## config.mk

```make
export PLATFORM = sky130hd
export DESIGN_NAME = omux_arbiter
export DESIGN_NICKNAME = d
export VERILOG_FILES = /design/src/rtl/omux_arbiter.sv
export SDC_FILE = /design/constraint.sdc
export NUM_CORES = 1
export LEC_CHECK = 0
export BUFFER_PORTS_ARGS = -buffer_cell sky130_fd_sc_hd__buf_2
export CAP_MARGIN = 20
export CORE_MARGIN = 5
export CORE_UTILIZATION = 45
export DETAILED_ROUTE_END_ITERATION = 10
export GPL_TIMING_DRIVEN = 1
export PLACE_DENSITY = 0.78
export SLEW_MARGIN = 30
export SYNTH_ARGS = -nofsm -noshare
export SYNTH_HDL_FRONTEND = slang
export SYNTH_SLANG_ARGS = --single-unit
```

## constraint.sdc

```tcl
create_clock -name clk_i -period 2.3 [get_ports clk_i]
set_input_delay 0.46 -clock clk_i [delete_from_list [all_inputs] [get_ports clk_i]]
set_output_delay 0.46 -clock clk_i [all_outputs]
set_load 0.05 [all_outputs]
```

## src/rtl/omux_arbiter.sv

```systemverilog
// omux_arbiter: round-robin scheduler sharing one outbound byte stream among
// up to 16 output-mux sources, forwarding bounded bursts per grant.
// Optional feature macro OMUX_ARB_HEADER_EN: when defined, each burst is
// prefixed with a one-byte source header {4'hC, id}.
module omux_arbiter #(
    parameter int unsigned N_SRC     = 2,
    parameter int unsigned BURST_LEN = 64
) (
    input  logic                 clk_i,
    input  logic                 nreset_i,
    input  logic [N_SRC-1:0]     src_req_i,
    input  logic [8*N_SRC-1:0]   src_data_i,
    input  logic [N_SRC-1:0]     src_mask_i,
    output logic [N_SRC-1:0]     src_sel_o,
    output logic [N_SRC-1:0]     src_ack_o,
    output logic                 tx_valid_o,
    output logic [7:0]           tx_data_o,
    input  logic                 tx_ready_i,
    output logic                 busy_o,
    output logic [3:0]           grant_id_o
);

    typedef enum logic [1:0] {
        S_IDLE   = 2'd0,
`ifdef OMUX_ARB_HEADER_EN
        S_HEADER = 2'd1,
`endif
        S_DATA   = 2'd2
    } state_e;

    localparam logic [7:0] BURST_MAX = 8'(BURST_LEN);
    localparam logic [3:0] LAST_SRC  = 4'(N_SRC - 1);

    state_e           state_q, state_d;
    logic [3:0]       ptr_q, ptr_d;
    logic [3:0]       gnt_q, gnt_d;
    logic [7:0]       cnt_q, cnt_d;
`ifdef OMUX_ARB_HEADER_EN
    logic [7:0]       hdr_q, hdr_d;
`endif

    logic [N_SRC-1:0] eff_req;
    logic             win_found;
    logic [3:0]       win_id;
    logic             gnt_req;
    logic [7:0]       gnt_data;
    logic [N_SRC-1:0] gnt_onehot;
    logic [3:0]       next_ptr;

    assign eff_req  = src_req_i & src_mask_i;
    assign next_ptr = (gnt_q >= LAST_SRC) ? 4'd0 : gnt_q + 4'd1;

    // Decode the registered grant into its effective request, byte lane and one-hot select
    always_comb begin
        gnt_req    = 1'b0;
        gnt_data   = '0;
        gnt_onehot = '0;
        for (int unsigned k = 0; k < N_SRC; k++) begin
            if (gnt_q == 4'(k)) begin
                gnt_req       = eff_req[k];
                gnt_data      = src_data_i[8*k +: 8];
                gnt_onehot[k] = 1'b1;
            end
        end
    end

    // Cyclic search from ptr: first pass covers [ptr, N_SRC), second pass wraps to [0, ptr)
    always_comb begin
        win_found = 1'b0;
        win_id    = '0;
        for (int unsigned j = 0; j < N_SRC; j++) begin
            if (!win_found && eff_req[j] && (4'(j) >= ptr_q)) begin
                win_found = 1'b1;
                win_id    = 4'(j);
            end
        end
        for (int unsigned j = 0; j < N_SRC; j++) begin
            if (!win_found && eff_req[j]) begin
                win_found = 1'b1;
                win_id    = 4'(j);
            end
        end
    end

    // Next-state and output decode for the IDLE / HEADER / DATA sequencer
    always_comb begin
        state_d    = state_q;
        ptr_d      = ptr_q;
        gnt_d      = gnt_q;
        cnt_d      = cnt_q;
`ifdef OMUX_ARB_HEADER_EN
        hdr_d      = hdr_q;
`endif
        src_sel_o  = '0;
        src_ack_o  = '0;
        tx_valid_o = 1'b0;
        tx_data_o  = '0;
        busy_o     = 1'b0;
        grant_id_o = '0;
        case (state_q)
            S_IDLE: begin
                cnt_d = '0;
                if (win_found) begin
                    gnt_d = win_id;
`ifdef OMUX_ARB_HEADER_EN
                    hdr_d   = {4'hC, win_id};
                    state_d = S_HEADER;
`else
                    state_d = S_DATA;
`endif
                end
            end
`ifdef OMUX_ARB_HEADER_EN
            S_HEADER: begin
                busy_o     = 1'b1;
                src_sel_o  = gnt_onehot;
                grant_id_o = gnt_q;
                tx_valid_o = 1'b1;
                tx_data_o  = hdr_q;
                if (tx_ready_i) begin
                    state_d = S_DATA;
                end
            end
`endif
            S_DATA: begin
                busy_o     = 1'b1;
                src_sel_o  = gnt_onehot;
                grant_id_o = gnt_q;
                tx_valid_o = gnt_req;
                tx_data_o  = gnt_data;
                if (!gnt_req) begin
                    state_d = S_IDLE;
                    ptr_d   = next_ptr;
                end else if (tx_ready_i) begin
                    src_ack_o = gnt_onehot;
                    cnt_d     = cnt_q + 8'd1;
                    if (cnt_q + 8'd1 == BURST_MAX) begin
                        state_d = S_IDLE;
                        ptr_d   = next_ptr;
                    end
                end
            end
            default: state_d = S_IDLE;
        endcase
    end

    // State, pointer, grant and counter registers with asynchronous clear
    always_ff @(posedge clk_i or negedge nreset_i) begin
        if (!nreset_i) begin
            state_q <= S_IDLE;
            ptr_q   <= '0;
            gnt_q   <= '0;
            cnt_q   <= '0;
`ifdef OMUX_ARB_HEADER_EN
            hdr_q   <= '0;
`endif
        end else begin
            state_q <= state_d;
            ptr_q   <= ptr_d;
            gnt_q   <= gnt_d;
            cnt_q   <= cnt_d;
`ifdef OMUX_ARB_HEADER_EN
            hdr_q   <= hdr_d;
`endif
        end
    end

endmodule

```

== After elaboration in Yosys (flattened, before gate mapping) ==
Index checks and enable logic that the tools add are counted.

* Add/subtract/negate cells: 2
* $lt $le $gt $ge: 3
* Eq/ne operators: 10
* Multiplexer cells: 33
* Bitwise operators: 1
* Reduce and logical (&&, ||, !) cells: 15

{| class="wikitable"
|+ Operator list
! kind !! number
|-
| 2-to-1 mux 8 bit || 5
|-
| 2-to-1 mux 4 bit || 7
|-
| 2-to-1 mux 2 bit || 8
|-
| case mux 8 bit (2 select lines) || 1
|-
| 2-to-1 mux 1 bit || 11
|-
| AND reduction 3 bit || 3
|-
| adder 8 x 1 -> 8 bit, second input constant || 1
|-
| equality test 8 x 7 -> 1 bit, second input constant || 1
|-
| greater-or-equal comparator 1 x 4 -> 1 bit, first input constant || 2
|-
| inequality test 2 bit, second input constant || 4
|-
| inequality test 3 bit, second input constant || 2
|-
| logical AND 1 bit || 5
|-
| adder 4 x 1 -> 4 bit, second input constant || 1
|-
| equality test 4 x 1 -> 1 bit, second input constant || 1
|-
| greater-or-equal comparator 4 x 1 -> 1 bit, second input constant || 1
|-
| logical NOT 4 bit || 1
|-
| case mux 2 bit (2 select lines) || 1
|-
| logical NOT 1 bit || 3
|-
| AND 2 bit || 1
|-
| equality test 2 bit, second input constant || 1
|-
| logical NOT 2 bit || 1
|-
| inequality test 2 x 1 -> 1 bit, second input constant || 1
|-
| AND reduction 2 bit || 1
|-
| nonzero test 2 bit || 1
|}

* Flip-flop bits (word level): 18
* Input port bits: 23
* Output and inout bits: 18
* Logic and storage cells: 68

== Depth between registers and ports, before layout ==
Gate-level depths: netlist of the first run.

* Depth after elaboration: 15
* Mapped depth: 6
* Depth with buffers taken out: 6

== Worst setup path before layout of the first run ==
Ideal clock, no wire load.

* Path type: register to output
* Start: reg state_q[1]
* End: out src_ack_o[0]
* Arrival time: 2.330 ns
* Required time: 1.840 ns
* Setup slack: -0.490 ns
* Stages on the path, launching flop included: 4
* Buffers on the path: 0
* Cell sequence: dfrtp_1 nor2b_1 nand3_1 nor2_1

* Cells in the longest elaborated chain, start to end: 2

{| class="wikitable"
|+ RTL lines
! element !! RTL line !! RTL
|-
| start: declaration || 34 || <nowiki>state_e state_q, state_d;</nowiki>
|-
| start signal: assignment || 158 || <nowiki>state_q <= state_d;</nowiki>
|-
| equality test 2 bit || 100 || <nowiki>case (state_q)</nowiki>
|-
| 2-to-1 mux 2 bit || 100 ||
|-
| end: declaration || 15 || <nowiki>output logic [N_SRC-1:0] src_ack_o,</nowiki>
|}

Every way passes these cells.

== Worst setup path after layout of the first run ==
* Start: reg gnt_q[0]
* End: out tx_valid_o

* Cells in the longest elaborated chain, start to end: 4
* Elaborated cells on any way between the ends: 5
* Classes of those cells: 1 x eq/ne; 3 x mux; 1 x reduce/logical

{| class="wikitable"
|+ RTL lines
! element !! RTL line !! RTL
|-
| start: declaration || 36 || <nowiki>logic [3:0] gnt_q, gnt_d;</nowiki>
|-
| start signal: assignment || 160 || <nowiki>gnt_q <= gnt_d;</nowiki>
|-
| logical NOT 4 bit || 59 || <nowiki>if (gnt_q == 4'(k)) begin</nowiki>
|-
| 2-to-1 mux 1 bit || 59 ||
|-
| 2-to-1 mux 1 bit (*) || 59 ||
|-
| 2-to-1 mux 1 bit (*) || 100 ||
|-
| end: declaration || 16 || <nowiki>output logic tx_valid_o,</nowiki>
|}

Every way passes the cells marked *; elsewhere a longest branch is shown, timed or not.

==> flow_metrics.py, run 1 <==
metrics = {
    "run_status": {
        "status": "complete, no violations",
    },
    "critical_path": {
        "crit_type": "reg -> out",
        "end_kind": "output pin",
        "crit_fanout": 13,
        "r2r_start": "cnt_q[0]",
        "rrSetupSlack_ps": 490,
        "crit_arrival_ps": 1590,
        "r2r_end": "ptr_q[0]",
        "required_ps": 1840,
        "startpoint_type": "flip-flop",
        "r2r_cells": 6,
    },
    "timing": {
        "setup_tns_ps": 0,
        "fmax_ghz": 0.489,
        "setup_viol": 0,
        "clock_skew_ps": 4.37,
        "hold_ws_ps": 50.0,
        "finalCriticalPeriod_ps": 2050,
        "hold_viol_final": 0,
        "drv_slew": 0,
        "rsz0062_at_grt": "no",
        "fin_crit_sh": 0.889,
    },
    "route": {
        "postRouteAntennaNets": 0,
        "route.detailed.drc": 0,
        "routed_wl_mm": 1.99,
        "avgViaCountPerCell": 5.07,
        "drtIter0Drc": 15,
        "via_count": 796,
        "wl_per_cell_um": 12.7,
        "dr.pass1.iters": 4,
    },
    "power": {
        "p_sw_uw": 492,
        "combPwrFrac": 0.568,
        "seq_power_share": 0.295,
        "peakVddDrop_mv": 0.500,
        "p_leak_nw": 0.567,
        "pwr-share-clk": 0.137,
        "power.density_nw_per_um2": 872,
        "switching_share": 0.522,
        "power.internal_uw": 450,
    },
    "die": {
        "core_area_um2": 1760,
        "die_h_um": 53.7,
        "die_w_um": 53.7,
        "dieArea_um2": 2880,
        "initial_core_util": 0.487,
        "io_pins": 41,
        "std_cell_rows": 15,
    },
    "place": {
        "hpwl_mm": 1.58,
        "port_buffers": 37,
        "routabilityCongestion": 0.819,
    },
    "hold_path": {
        "min_path_type": "in -> async",
    },
    "layout": {
        "multi_input_area_um2": 542,
        "nets": 157,
        "synthToLayoutAreaGrowth_pct": 25.8,
        "fillCellCount": 188,
        "drive_gt1_frac": 0.379,
        "final_common_cell": "buf_2",
        "seq_area_um2": 277,
        "layout_common_cells": "buf_2, nor2b_1, dfrtp_1",
        "n_antenna_cell": 0,
    },
    "yosys": {
        "seq_area_frac_synth": 0.321,
        "synth_xor_xnor_area_share": 0.0714,
        "synth_edf_count": 0,
        "postSynthCellCount": 96,
        "yosysWarningCount": 0,
        "synthMuxAreaShare": 0.105,
        "dominantRegCellSynth": "dfrtp_1",
        "synthAdderAreaFrac": 0.0146,
        "synth_cell_types": 36,
        "syn_avg_cell_area_um2": 8.94,
        "synth_compound_area_frac": 0.138,
        "synth_top_family_by_area": "simple AND/OR/NAND/NOR gates",
        "syn_area_um2": 858,
        "synth-seq-cells": 11,
        "async_flop_share": 1.00,
        "yosys.area_share.simple": 0.277,
    },
    "job": {
        "maxCapViolCount": 0,
    },
    "clock_tree": {
        "cts_htree_levels": 1,
        "ctsHoldBuffers": 0,
        "cts_max_path_buffers": 2,
        "clock-sinks": 11,
        "cts-buffers-inserted": 3,
        "tritoncts": "yes",
        "clockRootBuffer": "clkbuf_4",
        "clkLatencyLatePin_ps": 270,
        "clk_pin_slew_ps": 70,
        "post-cts-setup-buffer-count": 0,
    },
    "global_route": {
        "gr-total-overflow": 0,
        "grt_pass1_vias": 736,
        "grt.total_usage": 0.144,
        "grt_pass1_wl_mm": 3.09,
        "antenna_found_initial": 0,
        "grt_start_max_net_pins": 19,
    },
}
state kept, by name, summed over array words and instances, names as in the netlist:
register and count:
ptr_q 1, state_q 1, cnt_q 8, gnt_q 1
power groups by stage:
| stage | clock network [mW] | registers, mW | logic, mW |
|---|---|---|---|
| after global routing | 0.142 | 0.286 | 0.565 |
| after floorplan | 0 | 0.262 | 0.446 |
| final | 0.129 | 0.278 | 0.535 |
| after detailed placement | 0 | 0.281 | 0.538 |
| after CTS | 0.135 | 0.277 | 0.539 |
| after global placement | 0 | 0.277 | 0.533 |
through the flow:
| step | util | setup WS, ps | cell area (um2) | total power [mW] | cells |
|---|---|---|---|---|---|
| 5_1_grt | 0.612 | 161 | 1080 | 0.993 | 157 |
| 4_1_cts | 0.611 | 78.0 | 1080 | 0.952 | 157 |
| 3_3_place_gp | 0.596 | 447 | 1050 | 0.810 | 153 |
| 2_1_floorplan | - | -17.9 | 876 | 0.708 | 98 |
| 6_report | 0.612 | 255 | 1080 | 0.942 | 157 |
| 3_5_place_dp | 0.596 | 379 | 1050 | 0.819 | 153 |
worst max-delay path by stage:
stage / to / slack (ps) / start
6_report: tx_valid_o / 250 / gnt_q[0]
3_3_place_gp: tx_valid_o / 450 / gnt_q[0]
3_5_place_dp: tx_valid_o / 380 / gnt_q[0]
5_1_grt: tx_valid_o / 160 / gnt_q[0]
2_1_floorplan: src_ack_o[0] / -20 / state_q[1]
4_1_cts: tx_valid_o / 80 / gnt_q[0]
synthesized netlist by cell type (2+ instances only):
library cell / number / area (um2)
xor2_1: 5 / 43.8
nor2_1: 3 / 11.3
and2_1: 6 / 37.5
nand4_1: 3 / 18.8
mux2i_1: 9 / 90.1
nand3_1: 4 / 20.0
xnor2_1: 2 / 17.5
nor2b_1: 13 / 81.3
clkbuf_1: 2 / 7.51
inv_1: 3 / 11.3
nand2_1: 5 / 18.8
and3_1: 2 / 12.5
o21ai_0: 2 / 10.0
buf_4: 4 / 30.0
dfrtp_1: 11 / 275
nor3_1: 2 / 10.0
logic make-up (layout without fill, tap and decap cells):
| logic type | Yosys count | in the layout |
|---|---|---|
| flip-flops | 11 | 11 |
| XOR/XNOR | 7 | 7 |
| adder cells (fa/ha/maj) | 1 | 1 |
| buffers and inverters | 11 | 45 |
| AND/OR/NAND/NOR | 41 | 41 |
| multiplexers | 9 | 9 |
| other | 1 | 3 |
| AO/OA/AOI/OAI | 15 | 15 |
per-layer routing:
layer  vias to the layer above  part of all wire  track usage
met5                         -                 0            0
met4                         0            0.0060       0.0255
met3                         2             0.047       0.0416
met2                        22              0.54        0.264
met1                       365              0.41        0.164
li1                        407                 -            -
what timing repair did:
action | in CTS | in global routing
endpoints found under the hold margin | 0 | 0
endpoints found under the setup margin | 0 | 1
gates resized for setup | 0 | 1
worst max-delay path, cell delays in order, from the launching register on:
cell      delay, ps
dfrtp_2         530
nand3b_1        290
nand2_1         130
and2_1          120
buf_2           250
layout make-up:
class | count | area share
tap | 25 | 0.0290
timing repair buffer | 38 | 0.178
multi-input combinational | 76 | 0.502
inverter | 3 | 0.0104
sequential | 11 | 0.256
clock buffer | 4 | 0.0243
Power figures use the tool's default switching activity.
==> inputs of run 2 (changes only) <==
--- a/config.mk
+++ b/config.mk
@@ -12,6 +12,7 @@
 export DETAILED_ROUTE_END_ITERATION = 10
 export GPL_TIMING_DRIVEN = 1
 export PLACE_DENSITY = 0.78
+export RECOVER_POWER = 100
 export SLEW_MARGIN = 30
 export SYNTH_ARGS = -nofsm -noshare
 export SYNTH_HDL_FRONTEND = slang
==> flow_metrics.py, run 2 (same netlist as run 1, synthesis figures left out) <==
metrics = {
    "run_status": {
        "status": "complete, no violations",
    },
    "clock_tree": {
        "clockRootBuffer": "clkbuf_4",
        "cts_htree_levels": 1,
        "cts-buffers-inserted": 3,
        "clock-sinks": 11,
        "ctsHoldBuffers": 0,
        "cts_max_path_buffers": 2,
        "tritoncts": "yes",
        "clkLatencyLatePin_ps": 270,
        "clk_pin_slew_ps": 70,
    },
    "critical_path": {
        "r2r_end": "cnt_q[5]",
        "required_ps": 1840,
        "r2r_start": "gnt_q[0]",
        "path_cells": "nor2b_2 -> nand3_1 -> nor2_2 -> clkbuf_1",
        "crit_type": "reg -> out",
        "critPathSlowestCell": "dfrtp_2",
        "endpoint": "src_ack_o[0]",
        "crit_fanout": 13,
        "end_kind": "output pin",
        "crit_arrival_ps": 1650,
        "rrSetupSlack_ps": 430,
        "startpoint_type": "flip-flop",
        "critPathLaunch": "gnt_q[0]",
        "r2r_cells": 5,
        "critPathMaxStageDelay_ps": 530,
    },
    "route": {
        "avgViaCountPerCell": 5.04,
        "postRouteAntennaNets": 0,
        "route.detailed.drc": 0,
        "via_count": 792,
        "drtIter0Drc": 16,
        "dr.pass1.iters": 4,
        "wl_per_cell_um": 12.7,
        "routed_wl_mm": 1.99,
    },
    "layout": {
        "final_common_cell": "buf_2",
        "fin_area_um2": 1050,
        "nets": 157,
        "regMostFlops": "cnt_q",
        "drive_gt1_frac": 0.258,
        "n_antenna_cell": 0,
        "layout_common_cells": "buf_2, clkbuf_1, nor2b_1",
        "largest_register_ffs": 8,
        "synthToLayoutAreaGrowth_pct": 22.7,
    },
    "die": {
        "io_pins": 41,
        "dieArea_um2": 2880,
        "core_area_um2": 1760,
        "initial_core_util": 0.487,
        "die_w_um": 53.7,
        "std_cell_rows": 15,
        "die_h_um": 53.7,
    },
    "timing": {
        "fmax_ghz": 0.475,
        "fin_crit_sh": 0.915,
        "hold_ws_ps": 168,
        "rsz0062_at_grt": "no",
        "setup_viol": 0,
        "setup_tns_ps": 0,
        "clock_skew_ps": 4.47,
        "slew_headroom": 0.593,
        "finalCriticalPeriod_ps": 2110,
        "tightest_slew_ps": 614,
        "hold_viol_final": 0,
        "drv_slew": 0,
    },
    "power": {
        "power.internal_uw": 430,
        "p_sw_uw": 492,
        "seq_power_share": 0.301,
        "power.density_nw_per_um2": 876,
        "switching_share": 0.533,
        "p_leak_nw": 0.512,
        "pwr-share-clk": 0.140,
        "peakVddDrop_mv": 0.500,
        "p_total_uw": 923,
        "combPwrFrac": 0.559,
    },
    "place": {
        "hpwl_mm": 1.58,
        "routabilityCongestion": 0.819,
        "port_buffers": 37,
        "placed_cell_area_um2": 1050,
    },
    "global_route": {
        "grt_pass1_wl_mm": 3.09,
        "antenna_found_initial": 0,
        "grt.total_usage": 0.144,
        "grt_pass1_vias": 736,
        "grt_start_max_net_pins": 19,
        "gr-total-overflow": 0,
    },
    "job": {
        "maxCapViolCount": 0,
    },
    "hold_path": {
        "min_path_type": "in -> async",
    },
}
==> run 2: changes by cell type in the layout (fill, tap and decap cells not counted), moves of 2 or more <==
cell,delta
buf_2,-16
clkbuf_1,+14
and2_0,+2
and2_1,-2
clkbuf_2,+2
==> run 2: metrics by stage <==
step	std cells	setup WS (ps)	util
2_1_floorplan	98	-17.9	-
3_3_place_gp	153	447	0.596
3_5_place_dp	153	379	0.596
4_1_cts	157	78.0	0.611
5_1_grt	157	104	0.597
6_report	157	195	0.597
==> run 2: final cells by class <==
type / count / area, um2
fillers: 194 / 711
multi-input cells: 76 / 533
flip-flops and latches: 11 / 277
repair buffers: 38 / 175
well taps: 25 / 31.3
clock buffers: 4 / 26.3
inverters: 3 / 11.3
==> run 2: how the worst min path moves through the flow <==
stage / cells after the start / slack, ps / endpoint
floorplan: 0 / 160 / cnt_q[0]
global placement: 1 / 340 / cnt_q[7]
detailed placement: 1 / 350 / cnt_q[7]
CTS: 1 / 60 / cnt_q[7]
global route: 1 / 240 / cnt_q[6]
finish: 1 / 170 / cnt_q[6]
==> run 2: worst max-delay path: cells and delay by family (launching register included) <==
family | cells | cell delay (ps)
buffers and inverters | 1 | 470
flip-flops | 1 | 530
AND/OR/NAND/NOR | 3 | 370
==> run 2: layer usage <==
metal  up-vias  wire [um]  track usage
met5         -          0            0
met4         0         12       0.0255
met3         2        109       0.0416
met2        21       1070        0.264
met1       364        793        0.164
li1        405          -            -
==> run 2: repair_timing <==
item                       in CTS  in global routing
gates resized for setup         0                  1
setup endpoints to repair       0                  1
setup buffers                   0                  0
==> run 2: power groups by stage <==
stage	logic (mW)	clock network [mW]	registers (mW)
3_5_place_dp	0.538	0	0.281
5_1_grt	0.545	0.142	0.286
4_1_cts	0.539	0.135	0.277
6_report	0.516	0.129	0.278
3_3_place_gp	0.533	0	0.277
2_1_floorplan	0.446	0	0.262
==> inputs of run 3 (changes only) <==
--- a/config.mk
+++ b/config.mk
@@ -11,7 +11,7 @@
 export CORE_UTILIZATION = 45
 export DETAILED_ROUTE_END_ITERATION = 10
 export GPL_TIMING_DRIVEN = 1
-export PLACE_DENSITY = 0.78
+export PLACE_DENSITY = 0.87
 export RECOVER_POWER = 100
 export SLEW_MARGIN = 30
 export SYNTH_ARGS = -nofsm -noshare
==> flow_metrics.py, run 3 (same netlist as run 1, synthesis figures left out) <==
metrics = {
    "timing": {
        "rsz0062_at_grt": "no",
        "clock_skew_ps": 2.08,
        "drv_slew": 0,
        "finalCriticalPeriod_ps": 2120,
        "fin_crit_sh": 0.922,
        "hold_viol_final": 0,
        "slew_headroom": 0.566,
        "setup_tns_ps": 0,
        "setup_viol": 0,
        "fmax_ghz": 0.472,
        "tightest_slew_ps": 651,
    },
    "power": {
        "p_total_uw": 937,
        "peakVddDrop_mv": 0.680,
        "power.density_nw_per_um2": 889,
        "p_leak_nw": 0.513,
    },
    "place": {
        "port_buffers": 37,
        "routabilityCongestion": 0.821,
        "hpwl_mm": 1.77,
    },
    "die": {
        "die_w_um": 53.7,
        "core_area_um2": 1760,
        "initial_core_util": 0.487,
        "std_cell_rows": 15,
        "die_h_um": 53.7,
        "dieArea_um2": 2880,
        "io_pins": 41,
    },
    "global_route": {
        "gr-total-overflow": 0,
        "grt_pass1_wl_mm": 3.56,
        "antenna_found_initial": 0,
        "grt.total_usage": 0.169,
        "grt_start_max_net_pins": 22,
        "grt_pass1_vias": 861,
    },
    "route": {
        "via_count": 840,
        "routed_wl_mm": 2.21,
        "drtIter0Drc": 12,
        "route.detailed.drc": 0,
        "postRouteAntennaNets": 0,
        "wl_per_cell_um": 14.1,
        "avgViaCountPerCell": 5.35,
        "dr.pass1.iters": 4,
    },
    "clock_tree": {
        "cts-buffers-inserted": 3,
        "clockRootBuffer": "clkbuf_4",
        "tritoncts": "yes",
        "ctsHoldBuffers": 0,
        "clkLatencyLatePin_ps": 270,
        "cts_htree_levels": 1,
        "clock-sinks": 11,
        "clk_pin_slew_ps": 80,
        "cts_max_path_buffers": 2,
    },
    "layout": {
        "nets": 157,
        "fillCellCount": 188,
        "final_common_cell": "buf_2",
        "regMostFlops": "cnt_q",
        "synthToLayoutAreaGrowth_pct": 22.7,
        "multi_input_area_um2": 533,
        "largest_register_ffs": 8,
        "n_antenna_cell": 0,
        "layout_common_cells": "buf_2, clkbuf_1, nor2b_1",
        "seq_area_um2": 277,
        "drive_gt1_frac": 0.258,
    },
    "critical_path": {
        "critPathMaxStageDelay_ps": 530,
        "path_cells": "nor2b_2 -> nand3_1 -> nor2_2 -> clkbuf_1",
        "crit_fanout": 13,
        "crit_buf_inv": 1,
        "crit_type": "reg -> out",
        "cp_top_family": "flip-flops",
        "crit_arrival_ps": 1660,
        "required_ps": 1840,
        "end_kind": "output pin",
        "startpoint_type": "flip-flop",
        "r2r_cells": 6,
        "critPathSlowestCell": "dfrtp_2",
        "cp_num_cells": 4,
    },
    "hold_path": {
        "min_path_type": "in -> async",
    },
    "run_status": {
        "status": "complete, no violations",
    },
    "job": {
        "maxCapViolCount": 0,
    },
}
## run 3: cell count changes in the layout (fill, tap and decap cells not counted)
cell | before | now
and2_1 | 4 | 5
and2_0 | 2 | 1
## run 3: report_power, final
| part | internal (mW) | leakage (nW) | total (mW) | switching [mW] |
|---|---|---|---|---|
| clock | 0.0672 | 0.0150 | 0.139 | 0.0721 |
| sequential | 0.220 | 0.147 | 0.275 | 0.0551 |
| combinational | 0.144 | 0.352 | 0.523 | 0.379 |
## run 3: what timing repair did
action	CTS	global route
setup endpoints to repair	0	1
gates resized for setup	0	1
setup buffers	0	0
## run 3: path summary, 6_finish.rpt
path	from	endpoint	slack (ps)
max in group asynchronous	nreset_i	gnt_q[0]	1660
min reg2reg	ptr_q[0]	ptr_q[0]	620
min	nreset_i	cnt_q[6]	180
max reg2reg	cnt_q[0]	ptr_q[0]	460
max	gnt_q[0]	src_ack_o[0]	180
min in group clk_i	src_mask_i[1]	gnt_q[0]	530
## run 3: final cells by class
class	count	share of cell area
multi-input cells	76	0.506
repair buffers	38	0.166
inverters	3	0.0107
well taps	25	0.0297
clock buffers	4	0.0249
flip-flops and latches	11	0.262
## run 3: metrics by stage
stage,instances,util,hold WS (ps),instance area [um2],setup WS [ps]
global placement,153,0.596,338,1050,453
floorplan,98,-,164,876,-17.9
finish,157,0.597,179,1050,180
global route,157,0.597,208,1050,102
detailed placement,153,0.596,348,1050,396
CTS,157,0.611,51.1,1080,100
## run 3: metal layers
| metal | vias up | track usage | wire length, um |
|---|---|---|---|
| li1 | 402 | - | - |
| met1 | 389 | 0.181 | 875 |
| met2 | 40 | 0.290 | 1090 |
| met3 | 9 | 0.0249 | 158 |
| met4 | 0 | 0.136 | 81 |
| met5 | - | 0 | 0 |
